### src/rtl/uart_fifo_tx.sv
// uart_fifo_tx
//   Drains an 8-bit FIFO and sends each byte as an asynchronous UART frame:
//   start bit, DATA_W data bits LSB first, optional even-parity bit, one stop
//   bit. Frames are sent back to back while enable is high and the FIFO has
//   data. All outputs are registered.
//
//   Optional feature macro: PARITY_EN (defined -> even parity bit after data).
//
// Ports
//   clk         in   system clock, rising edge
//   rst         in   asynchronous, active-low reset
//   enable      in   1 = new frames may start
//   fifo_empty  in   FIFO empty flag
//   fifo_data   in   FIFO read data, sampled in the FETCH cycle
//   fifo_rd_en  out  one-cycle pop strobe to the FIFO
//   tx          out  serial line, idle high
//   busy        out  high from the pop strobe until the end of the stop bit
//   tx_done     out  one-cycle pulse after the stop bit completes
//
// State   | meaning
// --------+------------------------------------------------------------
// IDLE    | line high; pop when enabled and the FIFO is not empty
// FETCH   | pop strobe visible to the FIFO; latch byte into shifter
// START   | start bit (tx=0)
// DATA    | DATA_W data bits, LSB first
// PARITY  | even parity bit (PARITY_EN builds only)
// STOP    | stop bit (tx=1), then tx_done pulse and back to IDLE

module uart_fifo_tx #(
    parameter int CLKS_PER_BIT = 16,
    parameter int DATA_W       = 8
) (
    input  logic              clk,
    input  logic              rst,
    input  logic              enable,
    input  logic              fifo_empty,
    input  logic [DATA_W-1:0] fifo_data,
    output logic              fifo_rd_en,
    output logic              tx,
    output logic              busy,
    output logic              tx_done
);

    localparam int BAUD_W = (CLKS_PER_BIT > 1) ? $clog2(CLKS_PER_BIT) : 1;
    localparam int BIT_W  = $clog2(DATA_W) + 1;

    localparam logic [BAUD_W-1:0] BAUD_LAST = BAUD_W'(CLKS_PER_BIT - 1);
    localparam logic [BAUD_W-1:0] BAUD_ONE  = BAUD_W'(1);
    localparam logic [BIT_W-1:0]  BIT_LAST  = BIT_W'(DATA_W - 1);
    localparam logic [BIT_W-1:0]  BIT_ONE   = BIT_W'(1);

`ifdef PARITY_EN
    typedef enum logic [2:0] {IDLE, FETCH, START, DATA, PARITY, STOP} state_t;
`else
    typedef enum logic [2:0] {IDLE, FETCH, START, DATA, STOP} state_t;
`endif

    state_t             state_q, state_d;
    logic [BAUD_W-1:0]  baud_q, baud_d;
    logic [BIT_W-1:0]   bit_q, bit_d;
    logic [DATA_W-1:0]  shift_q, shift_d;
    logic               tx_d, busy_d, rd_en_d, done_d;
    logic               baud_end;
`ifdef PARITY_EN
    logic               parity_q, parity_d;
`endif

    assign baud_end = (baud_q == BAUD_LAST);

    always_ff @(posedge clk or negedge rst) begin
        if (!rst) begin
            state_q    <= IDLE;
            baud_q     <= '0;
            bit_q      <= '0;
            shift_q    <= '0;
            tx         <= 1'b1;
            busy       <= 1'b0;
            fifo_rd_en <= 1'b0;
            tx_done    <= 1'b0;
`ifdef PARITY_EN
            parity_q   <= 1'b0;
`endif
        end else begin
            state_q    <= state_d;
            baud_q     <= baud_d;
            bit_q      <= bit_d;
            shift_q    <= shift_d;
            tx         <= tx_d;
            busy       <= busy_d;
            fifo_rd_en <= rd_en_d;
            tx_done    <= done_d;
`ifdef PARITY_EN
            parity_q   <= parity_d;
`endif
        end
    end

    // Outputs are registered, so each branch sets the value tx must carry
    // during the next cycle: a bit boundary loads the level of the next bit.
    always_comb begin
        state_d  = state_q;
        baud_d   = baud_q;
        bit_d    = bit_q;
        shift_d  = shift_q;
        tx_d     = tx;
        busy_d   = busy;
        rd_en_d  = 1'b0;
        done_d   = 1'b0;
`ifdef PARITY_EN
        parity_d = parity_q;
`endif

        unique case (state_q)
            IDLE: begin
                tx_d   = 1'b1;
                busy_d = 1'b0;
                if (enable && !fifo_empty) begin
                    rd_en_d = 1'b1;
                    busy_d  = 1'b1;
                    state_d = FETCH;
                end
            end

            FETCH: begin
                shift_d  = fifo_data;
`ifdef PARITY_EN
                parity_d = ^fifo_data;
`endif
                baud_d   = '0;
                bit_d    = '0;
                tx_d     = 1'b0;
                state_d  = START;
            end

            START: begin
                baud_d = baud_q + BAUD_ONE;
                if (baud_end) begin
                    baud_d  = '0;
                    tx_d    = shift_q[0];
                    state_d = DATA;
                end
            end

            DATA: begin
                baud_d = baud_q + BAUD_ONE;
                if (baud_end) begin
                    baud_d  = '0;
                    shift_d = {1'b0, shift_q[DATA_W-1:1]};
                    if (bit_q == BIT_LAST) begin
                        bit_d = '0;
`ifdef PARITY_EN
                        tx_d    = parity_q;
                        state_d = PARITY;
`else
                        tx_d    = 1'b1;
                        state_d = STOP;
`endif
                    end else begin
                        bit_d = bit_q + BIT_ONE;
                        tx_d  = shift_q[1];
                    end
                end
            end

`ifdef PARITY_EN
            PARITY: begin
                baud_d = baud_q + BAUD_ONE;
                if (baud_end) begin
                    baud_d  = '0;
                    tx_d    = 1'b1;
                    state_d = STOP;
                end
            end
`endif

            STOP: begin
                baud_d = baud_q + BAUD_ONE;
                if (baud_end) begin
                    baud_d  = '0;
                    tx_d    = 1'b1;
                    busy_d  = 1'b0;
                    done_d  = 1'b1;
                    state_d = IDLE;
                end
            end

            default: begin
                tx_d    = 1'b1;
                busy_d  = 1'b0;
                state_d = IDLE;
            end
        endcase
    end

endmodule
### config.mk
export PLATFORM = sky130hd
export DESIGN_NAME = uart_fifo_tx
export DESIGN_NICKNAME = d
export VERILOG_FILES = /design/src/rtl/uart_fifo_tx.sv
export SDC_FILE = /design/constraint.sdc
export NUM_CORES = 1
export LEC_CHECK = 0
export BUFFER_PORTS_ARGS = -buffer_cell sky130_fd_sc_hd__buf_2
export CAP_MARGIN = 10
export CORE_MARGIN = 10
export CORE_UTILIZATION = 38
export DETAILED_ROUTE_END_ITERATION = 10
export GPL_TIMING_DRIVEN = 0
export SYNTH_ARGS = -nofsm -noshare
export SYNTH_HDL_FRONTEND = slang
export SYNTH_SLANG_ARGS = --single-unit
### constraint.sdc
create_clock -name clk -period 1.9 [get_ports clk]
set_input_delay 0.19 -clock clk [delete_from_list [all_inputs] [get_ports clk]]
set_output_delay 0.19 -clock clk [all_outputs]
set_load 0.03 [all_outputs]
==> flow_summary.ini, run 1 <==
[global_routing]
antenna_found_initial = 0
grt_overflow = 0
grt_pass1_wl_mm = 4.90
grt_usage_pct = 9.64
grt_max_degree = 24
grt_pass1_vias = 1014

[synth]
avgSynthCellArea_um2 = 11.4
async_reset_ff_share_pct = 100
ys.flop_type = dfrtp_1
synth.distinct_cells = 45
synth_warnings = 0
ys_seq_area_share_pct = 44.4
synth_top_area_share_pct = 42.3
synth_seq_cells = 23
synth_area_um2 = 1300
synth_cells = 114
mappedNetlistNets = 128
synth-edff-count = 0
ys_top_cells_by_area = dfrtp_1 (42%), mux2_2 (14%), mux2i_1 (2.3%), dfstp_2 (2.0%), o311ai_0 (2.0%)
synth_top_cell_by_area = dfrtp_1

[floorplan]
io-pin-count = 16
dieWidth_um = 78.5
core_um2 = 3310
die_h_um = 78.5
die_area_um2 = 6160
row_count = 21
initial_utilization_pct = 39.3

[detailed_routing]
drc = 0
wl_per_cell_um = 15.3
drtPass1Iterations = 4
via_count = 986
routed_via_density = 5.42
detail_route.iter0.violations = 38
wl_mm = 2.78
ant_nets = 0

[clock_network]
root_buffer = clkbuf_4
numCtsBuffers = 3
numClockSinks = 23
cts.htree.levels = 1
worst_skew_pair.late_latency_ns = 0.31
clockBufferDepth = 2
clk_pin_slew_ns = 0.13
cts_tree = built

[critical_path]
cp-start-kind = flop
worstSetupPathType = reg2reg
required_ns = 2.12
slowest_delay_ns = 0.46
crit_arrival_ns = 2.01
cp_max_fo = 9
critPathSlowestCell = dfrtp_1
crit_chain = ha_1, nand3_2, a21oi_4, mux2_2
cp-end-kind = flop

[timing]
rsz0062_at_grt = no
fmax_mhz = 556
hold_viol_final = 0
slew_violations = 0
max_slew_margin_pct = 58.5
finClkSkew_ns = 0.00282
fin_ws_ns = 0.102
fin_tns_setup_ns = 0
finalCritPeriodShare_pct = 94.7
period_needed_ns = 1.80
worst_pin_slew_ns = 0.622
setup_viol = 0

[cells_and_area]
drive_gt1_share_pct = 39.0
layout.nets = 151
stdcell_count = 182
final_core_util_pct = 45.1
syn_to_final_growth_pct = 14.8
antenna_cells = 0

[hold_path]
hp-class = in2reg

[power]
p_leak_nw = 0.670
power_density_nw_per_um2 = 519
peakVddDrop_mv = 0.334

[placement]
dp_hpwl_mm = 1.99
dp_slack_ns = 0.0611
io_buffers = 15
gp_congestion = 0.768
place_inst = 175

[run]
cap_violations = 0

[status]
status = completed
-- registers in the layout (all words and copies together) (netlist names) --
| signal | flops |
|---|---|
| shift_q | 8 |
| baud_q | 4 |
| bit_q | 4 |
| state_q | 3 |
| busy | 1 |
| fifo_rd_en | 1 |
| tx | 1 |
| tx_done | 1 |
-- cell type report --
type | instances | area [um2]
Tap cell | 46 | 57.6
Multi-Input combinational cell | 81 | 677
Clock buffer | 4 | 26.3
Fill cell | 336 | 1820
Inverter | 3 | 11.3
Timing Repair Buffer | 17 | 92.6
Sequential cell | 23 | 577
Buffer | 8 | 51.3
-- layer usage --
layer / track usage [%] / vias to the layer above / share of wire, %
met5: 0 / - / 0
met4: 3.58 / 0 / 1.4
met3: 3.08 / 5 / 5.6
met2: 15.3 / 26 / 46
met1: 11.9 / 483 / 47
li1: - / 472 / -
-- worst paths after layout --
| kind | start | endpoint | slack, ns | depth (start not counted) |
|---|---|---|---|---|
| max | baud_q[1]$_DFFE_PN0P_ | shift_q[4]$_DFFE_PN0P_ | 0.10 | 4 |
| min | fifo_data[7] | shift_q[7]$_DFFE_PN0P_ | 0.10 | 3 |
| max reg2reg | baud_q[1]$_DFFE_PN0P_ | shift_q[4]$_DFFE_PN0P_ | 0.10 | 4 |
| min reg2reg | tx$_DFFE_PN1P_ | tx$_DFFE_PN1P_ | 0.51 | 1 |
| max in group asynchronous | rst | tx$_DFFE_PN1P_ | 1.17 | 2 |
| min in group asynchronous | rst | tx_done$_DFF_PN0_ | 0.36 | 2 |
-- cell usage in the layout (no fill, tap or decap), drive strengths merged, types with 3 or more instances in the layout --
| master | netlist | layout |
|---|---|---|
| dfrtp | 22 | 22 |
| buf | 6 | 22 |
| mux2 | 16 | 16 |
| a21oi | 5 | 6 |
| clkbuf | 2 | 6 |
| o21ai | 4 | 4 |
| nand2b | 4 | 4 |
| and3 | 3 | 3 |
| inv | 3 | 3 |
| mux2i | 3 | 3 |
| o311ai | 3 | 3 |
| nand2 | 3 | 3 |
| nand3 | 3 | 3 |
-- power by group --
| group | internal, mW | leakage (nW) | switching [mW] |
|---|---|---|---|
| clock network | 0.0820 | 0.0150 | 0.153 |
| registers | 0.498 | 0.284 | 0.00372 |
| logic | 0.0198 | 0.372 | 0.0182 |
| total | 0.600 | 0.670 | 0.175 |
-- critical path, delay by kind of cell, from the launching register on --
family	cells	cell delay, ns
AOI/OAI and AO/OA	1	0.29
adders and majority gates	1	0.31
muxes	1	0.36
and+or+nand+nor	1	0.28
DFF	1	0.46
-- stage by stage --
stage	hold slack (ns)	cell area (um2)	total power [mW]
after detailed placement	0.205	1430	0.549
after floorplan	-0.106	1300	0.525
final	0.100	1490	0.775
after CTS	0.101	1470	0.780
after global placement	0.204	1430	0.548
after global routing	0.0855	1490	0.818
-- logic make-up after synthesis --
logic type / after synthesis / share of synthesized area (%)
adders and majority gates: 3 / 2.69
muxes: 19 / 16.2
and+or+nand+nor: 30 / 15.2
DFF: 23 / 44.4
AOI/OAI and AO/OA: 27 / 16.1
xor gates and xnor gates: 1 / 0.674
buffers and inverters: 11 / 4.81
-- synthesized netlist by cell type, types with 2 or more instances --
cell type / n
buf_2: 2
nand2b_1: 4
nand2_1: 3
nand3_1: 2
mux2_2: 16
nor4_1: 2
dfrtp_1: 22
a31o_2: 2
clkbuf_1: 2
nor2_1: 2
o311ai_0: 3
and3_1: 3
a211oi_1: 2
nand3b_1: 2
ha_1: 2
o211ai_1: 2
inv_1: 3
a21o_1: 2
o21ai_0: 4
a21oi_1: 4
buf_4: 3
or2_2: 2
mux2i_1: 3
-- repair_timing --
action / in CTS / in global routing
setup endpoints to repair: 0 / 8
hold endpoints to repair: 22 / 0
buffers inserted: 0 / 1
hold buffers: 1 / 0
resized for setup: 0 / 1
Power figures use the tool's default switching activity.
==> run 2, diff against run 1 <==
--- a/config.mk
+++ b/config.mk
@@ -11,6 +11,7 @@
 export CORE_UTILIZATION = 38
 export DETAILED_ROUTE_END_ITERATION = 10
 export GPL_TIMING_DRIVEN = 0
+export PLACE_DENSITY_LB_ADDON = 0.2
 export SYNTH_ARGS = -nofsm -noshare
 export SYNTH_HDL_FRONTEND = slang
 export SYNTH_SLANG_ARGS = --single-unit
==> flow_summary.ini, run 2 (same netlist as run 1, synthesis figures left out) <==
[floorplan]
row_count = 21
die_h_um = 78.5
io-pin-count = 16
dieWidth_um = 78.5
initial_utilization_pct = 39.3
die_area_um2 = 6160
core_um2 = 3310

[cells_and_area]
largest_reg_flops = 8
stdcell_count = 181
regMostFlops = shift_q
syn_to_final_growth_pct = 14.8
multi_input_area_um2 = 661
layout.nets = 150
fillers = 336
final_common_cell = dfrtp_1
drive_gt1_share_pct = 39.3
antenna_cells = 0
top_regs = shift_q x8, baud_q x4, bit_q x4
regArea_um2 = 577
final_cell_mix = dfrtp_1 (22), buf_2 (17), mux2_2 (16)

[timing]
setup_viol = 0
finClkSkew_ns = 0.00494
fmax_mhz = 570
worst_pin_slew_ns = 0.522
hold_viol_final = 0
fin_tns_setup_ns = 0
finalCritPeriodShare_pct = 92.4
max_slew_margin_pct = 65.2
slew_violations = 0
rsz0062_at_grt = no
period_needed_ns = 1.76

[global_routing]
grt_max_degree = 24
grt_overflow = 0
grt_pass1_wl_mm = 4.73
antenna_found_initial = 0
grt_usage_pct = 9.18
grt_pass1_vias = 1052

[detailed_routing]
wl_per_cell_um = 14.8
detail_route.iter0.violations = 86
wl_mm = 2.68
ant_nets = 0
drtPass1Iterations = 3
via_count = 942
drc = 0
routed_via_density = 5.20

[power]
peakVddDrop_mv = 0.337
power_density_nw_per_um2 = 520
p_switching_uw = 178
netSwitchingFraction_pct = 22.9
intPower_uw = 598
seqPwrFrac_pct = 64.7
p_leak_nw = 0.669
pwr-share-comb_pct = 4.9
power_frac_clock_pct = 30.4

[clock_network]
clockBufferDepth = 2
ctsResizeCount = 0
root_buffer = clkbuf_4
numClockSinks = 23
clk_pin_slew_ns = 0.13
cts.htree.levels = 1
cts_tree = built
worst_skew_pair.late_latency_ns = 0.32
numCtsBuffers = 3

[critical_path]
cp_max_fo = 9
cp-end-kind = flop
slowest_delay_ns = 0.46
path_buf_inv = 1
cp_top_family = flip-flops
cp-start-kind = flop
crit_arrival_ns = 1.98
crit_chain = ha_1, nand3_2, a21oi_4, buf_12, mux2_2
required_ns = 2.12
critPathSlowestCell = dfrtp_1
worstSetupPathType = reg2reg

[hold_path]
hp-class = in2reg

[run]
cap_violations = 0

[placement]
io_buffers = 15
dp_hpwl_mm = 1.96
gp_congestion = 0.784
place_inst = 175

[status]
status = completed
[run 2: metrics by stage]
stage | power, mW | setup slack (ns) | utilization [%] | hold WS [ns] | area [um2]
3_3_place_gp | 0.547 | 0.109 | 43.3 | 0.190 | 1430
6_report | 0.776 | 0.144 | 45.1 | 0.113 | 1490
5_1_grt | 0.814 | 0.0344 | 45.1 | 0.115 | 1490
3_5_place_dp | 0.549 | 0.0416 | 43.3 | 0.200 | 1430
2_1_floorplan | 0.525 | 0.317 | - | -0.106 | 1300
4_1_cts | 0.788 | 0.0403 | 44.5 | 0.112 | 1470
[run 2: power by group through the flow]
stage | Clock, mW | Combinational [mW] | Sequential (mW)
floorplan | 0 | 0.0121 | 0.512
global placement | 0 | 0.0362 | 0.511
detailed placement | 0 | 0.0377 | 0.511
CTS | 0.247 | 0.0395 | 0.502
global route | 0.268 | 0.0434 | 0.503
finish | 0.236 | 0.0380 | 0.502
[run 2: layer usage]
| metal | part of all wire (%) | global-route usage (%) |
|---|---|---|
| met3 | 3.2 | 2.96 |
| met5 | 0 | 0 |
| met2 | 51 | 17.4 |
| met1 | 45 | 9.95 |
| met4 | 0.49 | 1.08 |
[run 2: repair_timing]
| item | in CTS | in global routing |
|---|---|---|
| endpoints found under the setup margin | 0 | 8 |
| hold buffers | 1 | 0 |
| buffers inserted | 0 | 1 |
| endpoints found under the hold margin | 22 | 0 |
[run 2: layout make-up]
class,instances,share of cell area (%)
multi-input combinational,80,44.3
buffer,8,3.44
sequential,23,38.6
clock inverter,1,0.503
timing repair buffer,17,7.04
inverter,3,0.754
clock buffer,3,1.51
tap,46,3.86
[run 2: worst register-to-register path: cells and delay by family (launching register included)]
family                   cells  cell delay (ns)
AO/OA/AOI/OAI                1             0.21
AND/OR/NAND/NOR              1             0.23
flip-flops                   1             0.46
adder cells (fa/ha/maj)      1             0.30
multiplexers                 1             0.33
buffers and inverters        1             0.14
[run 2: final timing paths]
| kind | start | endpoint | slack [ns] | cells after the start |
|---|---|---|---|---|
| max | baud_q[1]$_DFFE_PN0P_ | shift_q[1]$_DFFE_PN0P_ | 0.14 | 5 |
| min | fifo_data[7] | shift_q[7]$_DFFE_PN0P_ | 0.11 | 3 |
| max reg2reg | baud_q[1]$_DFFE_PN0P_ | shift_q[1]$_DFFE_PN0P_ | 0.14 | 5 |
| min reg2reg | shift_q[0]$_DFFE_PN0P_ | shift_q[0]$_DFFE_PN0P_ | 0.52 | 1 |
| max in group asynchronous | rst | tx$_DFFE_PN1P_ | 1.17 | 2 |
| min in group asynchronous | rst | bit_q[3]$_DFFE_PN0P_ | 0.36 | 2 |
==> run 3, diff against run 2 <==
--- a/config.mk
+++ b/config.mk
@@ -8,9 +8,10 @@
 export BUFFER_PORTS_ARGS = -buffer_cell sky130_fd_sc_hd__buf_2
 export CAP_MARGIN = 10
 export CORE_MARGIN = 10
-export CORE_UTILIZATION = 38
+export CORE_UTILIZATION = 45
 export DETAILED_ROUTE_END_ITERATION = 10
 export GPL_TIMING_DRIVEN = 0
+export HOLD_SLACK_MARGIN = 0.06
 export PLACE_DENSITY_LB_ADDON = 0.2
 export SYNTH_ARGS = -nofsm -noshare
 export SYNTH_HDL_FRONTEND = slang
==> constraint.sdc (replaced) <==
create_clock -name clk -period 2.2 [get_ports clk]
set_input_delay 0.22 -clock clk [delete_from_list [all_inputs] [get_ports clk]]
set_output_delay 0.22 -clock clk [all_outputs]
set_load 0.03 [all_outputs]
==> flow_summary.ini, run 3 (same netlist as run 1, synthesis figures left out) <==
[clock_network]
root_buffer = clkbuf_4
numClockSinks = 23
cts_tree = built
postCtsSetupBuffers = 0
clk_pin_slew_ns = 0.13
ctsHoldBuffers = 1
numCtsBuffers = 3
worst_skew_pair.late_latency_ns = 0.31
cts.htree.levels = 1
clockBufferDepth = 2
ctsResizeCount = 0

[power]
netSwitchingFraction_pct = 21.5
power_frac_clock_pct = 29.4
pwr-share-comb_pct = 4.9
peakVddDrop_mv = 0.326
seqPwrFrac_pct = 65.7
p_switching_uw = 141
intPower_uw = 518
power_density_nw_per_um2 = 455
p_leak_nw = 0.661

[timing]
max_slew_margin_pct = 60.5
finalCritPeriodShare_pct = 84.4
hold_viol_final = 0
finClkSkew_ns = 0.00649
period_needed_ns = 1.86
whs_ns = 0.143
slew_violations = 0
rsz0062_at_grt = no
fmax_mhz = 538
setup_viol = 0
fin_tns_setup_ns = 0
worst_pin_slew_ns = 0.592

[cells_and_area]
top_regs = shift_q x8, baud_q x4, bit_q x4
layout.nets = 149
fillers = 251
multi_input_area_um2 = 661
regArea_um2 = 577
antenna_cells = 0
regMostFlops = shift_q
final_common_cell = dfrtp_1
final_cell_mix = dfrtp_1 (22), buf_2 (17), mux2_2 (16)
final_area_um2 = 1450
drive_gt1_share_pct = 38.1
largest_reg_flops = 8
syn_to_final_growth_pct = 11.5

[detailed_routing]
drc = 0
detail_route.iter0.violations = 43
wl_per_cell_um = 16.3
ant_nets = 0
via_count = 967
wl_mm = 2.69
drtPass1Iterations = 4
routed_via_density = 5.86

[floorplan]
io-pin-count = 16
initial_utilization_pct = 47.1
dieWidth_um = 73.8
die_area_um2 = 5440
core_um2 = 2760
die_h_um = 73.8
row_count = 19

[critical_path]
crit_arrival_ns = 2.06
cp-end-kind = flop
critPathSlowestCell = dfrtp_1
required_ns = 2.40
cp-start-kind = flop
slowest_delay_ns = 0.44
cp_max_fo = 9
worstSetupPathType = reg2reg
crit_chain = ha_1, nand3_2, a21oi_4, mux2_2

[placement]
dp_hpwl_mm = 1.95
gp_congestion = 0.782
io_buffers = 15
place_area_um2 = 1410

[hold_path]
hp-class = in2reg

[global_routing]
grt_max_degree = 24
grt_pass1_wl_mm = 4.70
grt_overflow = 0
antenna_found_initial = 0
grt_pass1_vias = 1015
grt_usage_pct = 10.6

[run]
cap_violations = 0

[status]
status = completed
-- run 3: per-stage QoR --
stage                     setup slack (ns)  total power, mW  std cells  utilization, %
final                                0.342            0.659        165            52.6
after global routing                 0.220            0.697        165            52.6
after CTS                            0.368            0.674        165            52.6
after detailed placement             0.382            0.474        160            51.3
after global placement               0.430            0.472        160            51.3
after floorplan                      0.617            0.453        114               -
-- run 3: power by group through the flow --
stage	combinational, mW	sequential [mW]	clock [mW]
final	0.0324	0.433	0.194
after global routing	0.0369	0.434	0.226
after CTS	0.0339	0.433	0.207
after detailed placement	0.0325	0.441	0
after global placement	0.0313	0.441	0
after floorplan	0.0105	0.442	0
-- run 3: worst max-delay path: cells and delay by family (launching register included) --
family,cells,cell delay (ns)
flops,1,0.44
fa+ha+maj,1,0.29
mux,1,0.38
simple gates,1,0.24
compound gates,1,0.40
-- run 3: path summary, 6_finish.rpt --
path / start / to / slack (ns) / cells past startpoint
min: fifo_data[7] / shift_q[7]$_DFFE_PN0P_ / 0.14 / 3
max reg2reg: baud_q[1]$_DFFE_PN0P_ / shift_q[2]$_DFFE_PN0P_ / 0.34 / 4
min in group asynchronous: rst / tx_done$_DFF_PN0_ / 0.40 / 2
max: baud_q[1]$_DFFE_PN0P_ / shift_q[2]$_DFFE_PN0P_ / 0.34 / 4
min reg2reg: tx$_DFFE_PN1P_ / tx$_DFFE_PN1P_ / 0.51 / 1
max in group asynchronous: rst / tx$_DFFE_PN1P_ / 1.43 / 2
-- run 3: layer usage --
layer / vias up / routed length (um) / track usage, %
met5: - / 0 / 0
met2: 11 / 1290 / 16.6
li1: 470 / - / -
met4: 0 / 17 / 4.55
met1: 484 / 1270 / 13.6
met3: 2 / 116 / 2.56
-- run 3: area by class of cell --
type                    instances  share of cell area (%)
repair buffers                 16                    5.87
multi-input cells              80                    45.6
flip-flops and latches         23                    39.8
inverters                       3                   0.777
well taps                      31                    2.67
clock buffers                   4                    1.81
plain buffers                   8                    3.54
